### src/rtl/shift_reg_chain.sv
`default_nettype none
// ============================================================================
// Module   : shift_reg_chain
// Brief    : Serial driver for N daisy-chained 74HC595 shift registers.
// Revision : 1.0
// ============================================================================
module shift_reg_chain #(
  parameter int N_CHIPS   = 2,
  parameter int CLK_DIV   = 2,
  parameter int LSB_FIRST = 0
) (
  input  logic                 i_clk,
  input  logic                 i_rst_n,
  input  logic [8*N_CHIPS-1:0] i_Data,
  input  logic                 i_Enable,
  input  logic                 i_Clear,
  output logic                 o_Ready,
  output logic                 o_Done,
  output logic                 o_SER,
  output logic                 o_SRCLK,
  output logic                 o_RCLK,
  output logic                 o_SRCLR_n,
  output logic                 o_OE_n
);

  localparam int c_W     = 8 * N_CHIPS;
  localparam int c_BIT_W = (c_W > 1) ? $clog2(c_W) : 1;
  localparam int c_DIV_W = (CLK_DIV > 1) ? $clog2(CLK_DIV) : 1;

  localparam logic [c_BIT_W-1:0] c_BIT_LAST = c_BIT_W'(c_W - 1);
  localparam logic [c_DIV_W-1:0] c_DIV_LAST = c_DIV_W'(CLK_DIV - 1);

  localparam logic [2:0] c_S_IDLE      = 3'd0;
  localparam logic [2:0] c_S_SHIFT_LO  = 3'd1;
  localparam logic [2:0] c_S_SHIFT_HI  = 3'd2;
  localparam logic [2:0] c_S_LATCH     = 3'd3;
  localparam logic [2:0] c_S_CLR       = 3'd4;
  localparam logic [2:0] c_S_CLR_LATCH = 3'd5;

  logic [2:0]         r_state;
  logic [c_W-1:0]     r_buf;
  logic [c_BIT_W-1:0] r_bit_cnt;
  logic [c_DIV_W-1:0] r_div_cnt;
  logic               r_ready;
  logic               r_done;
  logic               r_ser;
  logic               r_srclk;
  logic               r_rclk;
  logic               r_srclr_n;
  logic               r_oe_n;

  logic [2:0]         w_state_nxt;
  logic [c_W-1:0]     w_buf_nxt;
  logic [c_W-1:0]     w_buf_shift;
  logic [c_BIT_W-1:0] w_bit_cnt_nxt;
  logic [c_DIV_W-1:0] w_div_cnt_nxt;
  logic               w_div_last;
  logic               w_ser_bit;
  logic               w_latched;
  logic               w_done_nxt;
  logic               w_ready_nxt;
  logic               w_ser_nxt;
  logic               w_srclk_nxt;
  logic               w_rclk_nxt;
  logic               w_srclr_n_nxt;
  logic               w_oe_n_nxt;

  assign w_div_last = (r_div_cnt == c_DIV_LAST);

  // The bit on the wire is always taken from the end of the buffer that
  // leaves first, so the buffer only ever shifts toward that end.
  generate
    if (LSB_FIRST != 0) begin : g_lsb_first
      assign w_ser_bit   = w_buf_nxt[0];
      assign w_buf_shift = {1'b0, r_buf[c_W-1:1]};
    end else begin : g_msb_first
      assign w_ser_bit   = w_buf_nxt[c_W-1];
      assign w_buf_shift = {r_buf[c_W-2:0], 1'b0};
    end
  endgenerate

  always_ff @(posedge i_clk or negedge i_rst_n) begin
    if (!i_rst_n) begin
      r_state   <= c_S_IDLE;
      r_buf     <= '0;
      r_bit_cnt <= '0;
      r_div_cnt <= '0;
      r_ready   <= 1'b1;
      r_done    <= 1'b0;
      r_ser     <= 1'b0;
      r_srclk   <= 1'b0;
      r_rclk    <= 1'b0;
      r_srclr_n <= 1'b1;
      r_oe_n    <= 1'b1;
    end else begin
      r_state   <= w_state_nxt;
      r_buf     <= w_buf_nxt;
      r_bit_cnt <= w_bit_cnt_nxt;
      r_div_cnt <= w_div_cnt_nxt;
      r_ready   <= w_ready_nxt;
      r_done    <= w_done_nxt;
      r_ser     <= w_ser_nxt;
      r_srclk   <= w_srclk_nxt;
      r_rclk    <= w_rclk_nxt;
      r_srclr_n <= w_srclr_n_nxt;
      r_oe_n    <= w_oe_n_nxt;
    end
  end

  // Divider restarts at zero on every state change.
  always_comb begin
    w_state_nxt   = r_state;
    w_buf_nxt     = r_buf;
    w_bit_cnt_nxt = r_bit_cnt;
    w_div_cnt_nxt = '0;
    w_done_nxt    = 1'b0;
    w_latched     = 1'b0;
    case (r_state)
      c_S_IDLE: begin
        if (i_Clear) begin
          w_state_nxt = c_S_CLR;
        end else if (i_Enable) begin
          w_state_nxt   = c_S_SHIFT_LO;
          w_buf_nxt     = i_Data;
          w_bit_cnt_nxt = '0;
        end
      end
      c_S_SHIFT_LO: begin
        if (w_div_last) begin
          w_state_nxt = c_S_SHIFT_HI;
        end else begin
          w_div_cnt_nxt = r_div_cnt + 1'b1;
        end
      end
      c_S_SHIFT_HI: begin
        if (w_div_last) begin
          if (r_bit_cnt == c_BIT_LAST) begin
            w_state_nxt = c_S_LATCH;
          end else begin
            w_state_nxt   = c_S_SHIFT_LO;
            w_bit_cnt_nxt = r_bit_cnt + 1'b1;
            w_buf_nxt     = w_buf_shift;
          end
        end else begin
          w_div_cnt_nxt = r_div_cnt + 1'b1;
        end
      end
      c_S_LATCH: begin
        if (w_div_last) begin
          w_state_nxt = c_S_IDLE;
          w_done_nxt  = 1'b1;
          w_latched   = 1'b1;
        end else begin
          w_div_cnt_nxt = r_div_cnt + 1'b1;
        end
      end
      c_S_CLR: begin
        if (w_div_last) begin
          w_state_nxt = c_S_CLR_LATCH;
        end else begin
          w_div_cnt_nxt = r_div_cnt + 1'b1;
        end
      end
      c_S_CLR_LATCH: begin
        if (w_div_last) begin
          w_state_nxt = c_S_IDLE;
          w_done_nxt  = 1'b1;
        end else begin
          w_div_cnt_nxt = r_div_cnt + 1'b1;
        end
      end
      default: begin
        w_state_nxt = c_S_IDLE;
      end
    endcase
  end

  // Pin values are decoded from the next state so every output is a flop.
  always_comb begin
    w_ready_nxt   = (w_state_nxt == c_S_IDLE);
    w_ser_nxt     = 1'b0;
    w_srclk_nxt   = 1'b0;
    w_rclk_nxt    = 1'b0;
    w_srclr_n_nxt = 1'b1;
    w_oe_n_nxt    = w_latched ? 1'b0 : r_oe_n;
    case (w_state_nxt)
      c_S_SHIFT_LO: begin
        w_ser_nxt = w_ser_bit;
      end
      c_S_SHIFT_HI: begin
        w_ser_nxt   = w_ser_bit;
        w_srclk_nxt = 1'b1;
      end
      c_S_LATCH: begin
        w_rclk_nxt = 1'b1;
      end
      c_S_CLR: begin
        w_srclr_n_nxt = 1'b0;
      end
      c_S_CLR_LATCH: begin
        w_rclk_nxt = 1'b1;
      end
      default: begin
        w_ser_nxt = 1'b0;
      end
    endcase
  end

  assign o_Ready   = r_ready;
  assign o_Done    = r_done;
  assign o_SER     = r_ser;
  assign o_SRCLK   = r_srclk;
  assign o_RCLK    = r_rclk;
  assign o_SRCLR_n = r_srclr_n;
  assign o_OE_n    = r_oe_n;

endmodule
`default_nettype wire

### config.mk
export PLATFORM = sky130hd
export DESIGN_NAME = shift_reg_chain
export DESIGN_NICKNAME = d
export VERILOG_FILES = /design/src/rtl/shift_reg_chain.sv
export SDC_FILE = /design/constraint.sdc
export NUM_CORES = 1
export LEC_CHECK = 0
export BUFFER_PORTS_ARGS = -buffer_cell sky130_fd_sc_hd__buf_2
export CAP_MARGIN = 30
export CORE_UTILIZATION = 40
export DETAILED_ROUTE_END_ITERATION = 6
export SLEW_MARGIN = 20
export SYNTH_ARGS = -nofsm -noshare
export SYNTH_HDL_FRONTEND = slang
export SYNTH_SLANG_ARGS = --single-unit
### constraint.sdc
create_clock -name i_clk -period 2.6 [get_ports i_clk]
set_input_delay 0.26 -clock i_clk [delete_from_list [all_inputs] [get_ports i_clk]]
set_output_delay 0.26 -clock i_clk [all_outputs]
set_load 0.02 [all_outputs]
; Word level (Yosys, flattened, before mapping)
; Cells that the tools add are included.
[op_classes]
n_addsub = 2
n_reduce_logical = 8
muxes = 27
eq_ne = 15
[ops]
columns = op, n
row1 = $mux W16, 4
row2 = $pmux W16 S2, 1
row3 = $mux W3, 6
row4 = $mux W4, 4
row5 = $pmux W3 S5, 1
row6 = $eq A3 B2 Y1 const B, 4
row7 = $eq A3 B3 Y1 const B, 4
row8 = $mux W1, 9
row9 = $ne A2 B2 Y1 const B, 4
row10 = $pmux W4 S2, 1
row11 = $eq A3 B1 Y1 const B, 2
row12 = $logic_not A3 Y1, 2
row13 = $reduce_or A2 Y1, 3
row14 = $reduce_and A5 Y1, 1
row15 = $reduce_or A5 Y1, 1
row16 = $add A4 B1 Y4 const B, 1
row17 = $eq A4 B4 Y1 const B, 1
row18 = $mux W2, 1
row19 = $reduce_bool A2 Y1, 1
row20 = $add A1 B1 Y1 const B, 1
[totals]
ff_bits = 31
out_inout_bits = 7
input_bits = 20
elab_cells = 64

; Depth between registers and ports, before layout
[depth]
ltp_word = 7
ltp_mapped = 7
depth_no_buf = 5

; Least setup slack after synthesis
; OpenSTA, ideal clock, no wires.
[synth_timing]
path_type = flip-flop to flip-flop
from = reg r_bit_cnt[0]
to = reg r_buf[10]
path_slack_ns = 0.958
stages_incl_launch_ff = 7
required_ns = 2.482
period_less_slack_ns = 1.642
n_path_buf = 1
t_arrival_ns = 1.524
setup_time_ns = 0.118
path_cell_list = dfrtp_1 ha_1 and3_1 nor3_4 nor2_2 buf_4 a21o_1
[synth_via]
elab_chain_cells = 3
[synth_rtl]
columns = item, line_no
row1 = start: declaration, 42  ; logic [c_BIT_W-1:0] r_bit_cnt;
row2 = start signal: assignment, 98  ; r_bit_cnt <= w_bit_cnt_nxt;
row3 = $eq A4 B4 Y1, 137  ; if (r_bit_cnt == c_BIT_LAST) begin
row4 = $ne A2 B2 Y1 (no line), n/a
row5 = $reduce_and A5 Y1 (no line), n/a
row6 = end signal: assignment, 97  ; r_buf <= w_buf_nxt;
row7 = end: declaration, 41  ; logic [c_W-1:0] r_buf;
; Every way passes these cells.
; A chain may end at the register's enable or synchronous reset.

; Final worst setup path
[layout_timing]
from = reg r_state[2]
to = reg r_bit_cnt[0]
[layout_via]
elab_chain_cells = 3
word_cells_on_any_way = 9
classes_between = eq/ne: 5 / mux: 1 / reduce/logical: 3
[layout_rtl]
columns = item, line_no
row1 = start: declaration, 40  ; logic [2:0] r_state;
row2 = start signal: assignment, 84  ; r_state <= c_S_IDLE;
row3 = start signal: assignment, 96  ; r_state <= w_state_nxt;
row4 = $eq A3 B2 Y1 / $logic_not A3 Y1 (equally long branches), 118  ; case (r_state)
row5 = $ne A2 B2 Y1 (no line) / $reduce_bool A2 Y1 (equally long branches), n/a
row6 = $reduce_and A5 Y1 (no line), n/a
; Several ways; a longest one is shown, not always the timed one.

==> out/qor.txt <==
ANT nets after route - 0
CTS root buffer - clkbuf_4
skew final - 0.0129 ns
row count - 21
max cap viols - 0
Fin. Hold Viols - 0
Syn Inst Count - 129
Power Dens Cells - 1030 nW/um^2
worst reg2reg path depth - 4
most common cell after layout, fill and taps aside - dfrtp_1
top cell type by total area after synthesis - dfrtp_1
grt ovf - 0
DRC violations left - 0
Setup crit end kind - flip-flop
CTS tree - built
# port buffers - 26
Met2 Wirelength - 1.29 mm
vias in the first global route - 1022
Post-Syn Area - 1460 sq um
post-cts sizing count - 0
final setup violation count - 0
Starting Density - 0.427
worst skew pair latency - 0.34 ns
Die H - 62.4 um
HP Class - in -> reg
number of diodes - 0
FF-to-FF Start - r_state[2]
Yosys Warn Count - 0
Seq/Total Area, Yosys - 0.534
syn nets - 150
top cells by area, synth - dfrtp_1 48%, a22o_1 9.6%, a21o_1 7.2%
WL met3 - 105 um
met1 WL - 1.33 mm
Worst-Margin Slew - 0.671 ns
CTS clk-pin slew, worst paths - 0.10 ns
CP Capture Point - r_bit_cnt[0]
layout cells sized above 1 - 0.269
chip width - 62.4 um
CP Max Fanout - 21
Synth top area share - 0.480
Area growth, synth to finish - 13.5%
clk buf depth - 2
worst setup path class - reg -> reg
initial antenna violation count - 0
Initial DRT Pass Iterations - 4
nets@finish - 176
leak pwr - 0.000873 uW
maximum clock rate - 0.505 GHz
Peak VDD IR - 0.527 mV
count of cell types in the netlist - 34
worst setup path start - r_state[2]
highest metal used - met4
GRT Overall Usage - 0.160
Vias - 1059
#FFs+latches synth - 31
# IOs - 27
via-per-instance ratio - 5.24
largest net degree at the start of global routing - 32
commonest cells after routing, fill and taps aside - 28 x dfrtp_1, 26 x buf_2, 16 x a22o_1
status - complete, no violations
die area - 3900 sq um
synthesized area per cell - 11.3 sq um
RSZ-0062 raised after global routing - no
H-tree Lvls - 2
Final Cycle Share - 0.761
Routed WL - 2.81 mm
initial drt markers - 41
core box area - 3420 sq um
Min Clock Period, post-route - 1.98 ns
Num CTS Buffers - 5
Reg2Reg Capture Point - r_bit_cnt[0]
Final Core Density - 0.485
CP Data Arrival Time - 2.26 ns
Setup TNS - 0 ns
Worst Path Required - 2.88 ns
r2r setup slk - 0.62 ns
wire length per cell - 13.9 um
gpl congestion - 0.835
Max transition margin - 0.552
Worst Setup Start Kind - flip-flop
Clock Sinks - 31
global-route wire length before repair - 4.72 mm
post-CTS setup buffers - 0
Final Slew Violations - 0
## through the flow
| stage | instance area, sq um | instances | total power [uW] | worst slack [ns] | hold slack, ns |
|---|---|---|---|---|---|
| after floorplan | 1460 | 129 | 1310 | 0.958 | -0.0356 |
| after global placement | 1600 | 193 | 1420 | 0.743 | 0.332 |
| after detailed placement | 1600 | 193 | 1450 | 0.654 | 0.343 |
| after CTS | 1660 | 202 | 1720 | 0.623 | 0.135 |
| after global routing | 1660 | 202 | 1840 | 0.455 | 0.149 |
| final | 1660 | 202 | 1710 | 0.621 | 0.149 |
## state kept, by name, summed over array words and instances, names as in the netlist
name       count
o_Done         1
o_RCLK         1
r_bit_cnt      4
o_Ready        1
o_SER          1
o_OE_n         1
o_SRCLK        1
r_buf         16
o_SRCLR_n      1
r_state        3
r_div_cnt      1
## cell families (layout without fill, tap and decap cells)
| group | Yosys count | count (layout) | synth area share |
|---|---|---|---|
| simple gates | 36 | 36 | 0.141 |
| buf+inv | 11 | 38 | 0.0446 |
| fa+ha+maj | 1 | 1 | 0.00857 |
| flops | 31 | 31 | 0.534 |
| mux | 1 | 1 | 0.00771 |
| xor+xnor | 2 | 2 | 0.0120 |
| compound gates | 47 | 47 | 0.252 |
## cell type report
cell class | count | area, sq um
Clock buffer | 7 | 45.0
Clock inverter | 1 | 5.00
Fill cell | 339 | 1760
Inverter | 2 | 7.51
Multi-Input combinational cell | 87 | 616
Sequential cell | 31 | 779
Tap cell | 46 | 57.6
Timing Repair Buffer | 28 | 148
## cells in the mapped netlist
cell type and number:
and4bb_1 1, nand4_1 1, nor3_4 1, o21a_1 1, buf_4 2, clkbuf_1 4
inv_1 2, and3_1 4, a311oi_1 1, a211oi_1 1, nor3_1 1, nor2_1 10
a2bb2oi_1 3, nor2_2 2, dfstp_2 3, nand2_1 3, o21ai_0 3, ha_1 1
buf_6 2, a21o_1 14, a22o_1 16, o21ai_1 1, a21oi_1 4, nand3_1 5
buf_2 1, dfrtp_1 28, nor2b_1 1, o22a_1 1, a2bb2oi_2 1, and3_4 1
nand2b_1 6, mux2_2 1, xor2_1 2, o311ai_1 1
## per-layer routing
metal / vias up / track usage
met2: 23 / 0.234
li1: 528 / -
met4: 0 / 0.105
met3: 7 / 0.0383
met1: 501 / 0.211
met5: - / 0
## worst min path at each step
stage | start | end | slack [ns] | cells past startpoint
4_1_cts | i_Data[0] | r_buf[0] | 0.13 | 2
5_1_grt | i_Data[0] | r_buf[0] | 0.15 | 2
3_3_place_gp | i_rst_n | o_SRCLK | 0.33 | 1
2_1_floorplan | i_rst_n | o_Done | -0.04 | 0
6_report | i_Data[0] | r_buf[0] | 0.15 | 2
3_5_place_dp | i_rst_n | o_SRCLK | 0.34 | 1
## worst max-delay path, stage by stage (launching register included)
cell	delay (ns)
dfrtp_1	0.65
nor2_1	0.16
and3_4	0.30
nor2_2	0.53
mux2_2	0.27
## where the power goes
| part | leakage [uW] | total (uW) | switching [uW] | internal (uW) |
|---|---|---|---|---|
| Sequential | 0.000389 | 876 | 189 | 687 |
| Combinational | 0.000454 | 566 | 279 | 287 |
| Clock | 0.0000293 | 266 | 161 | 105 |
| Total | 0.000873 | 1710 | 629 | 1080 |
## what timing repair did
action | in CTS | in global routing
hold buffers | 1 | 0
hold endpoints to repair | 28 | 0
setup endpoints to repair | 0 | 0
Power figures use the tool's default switching activity.
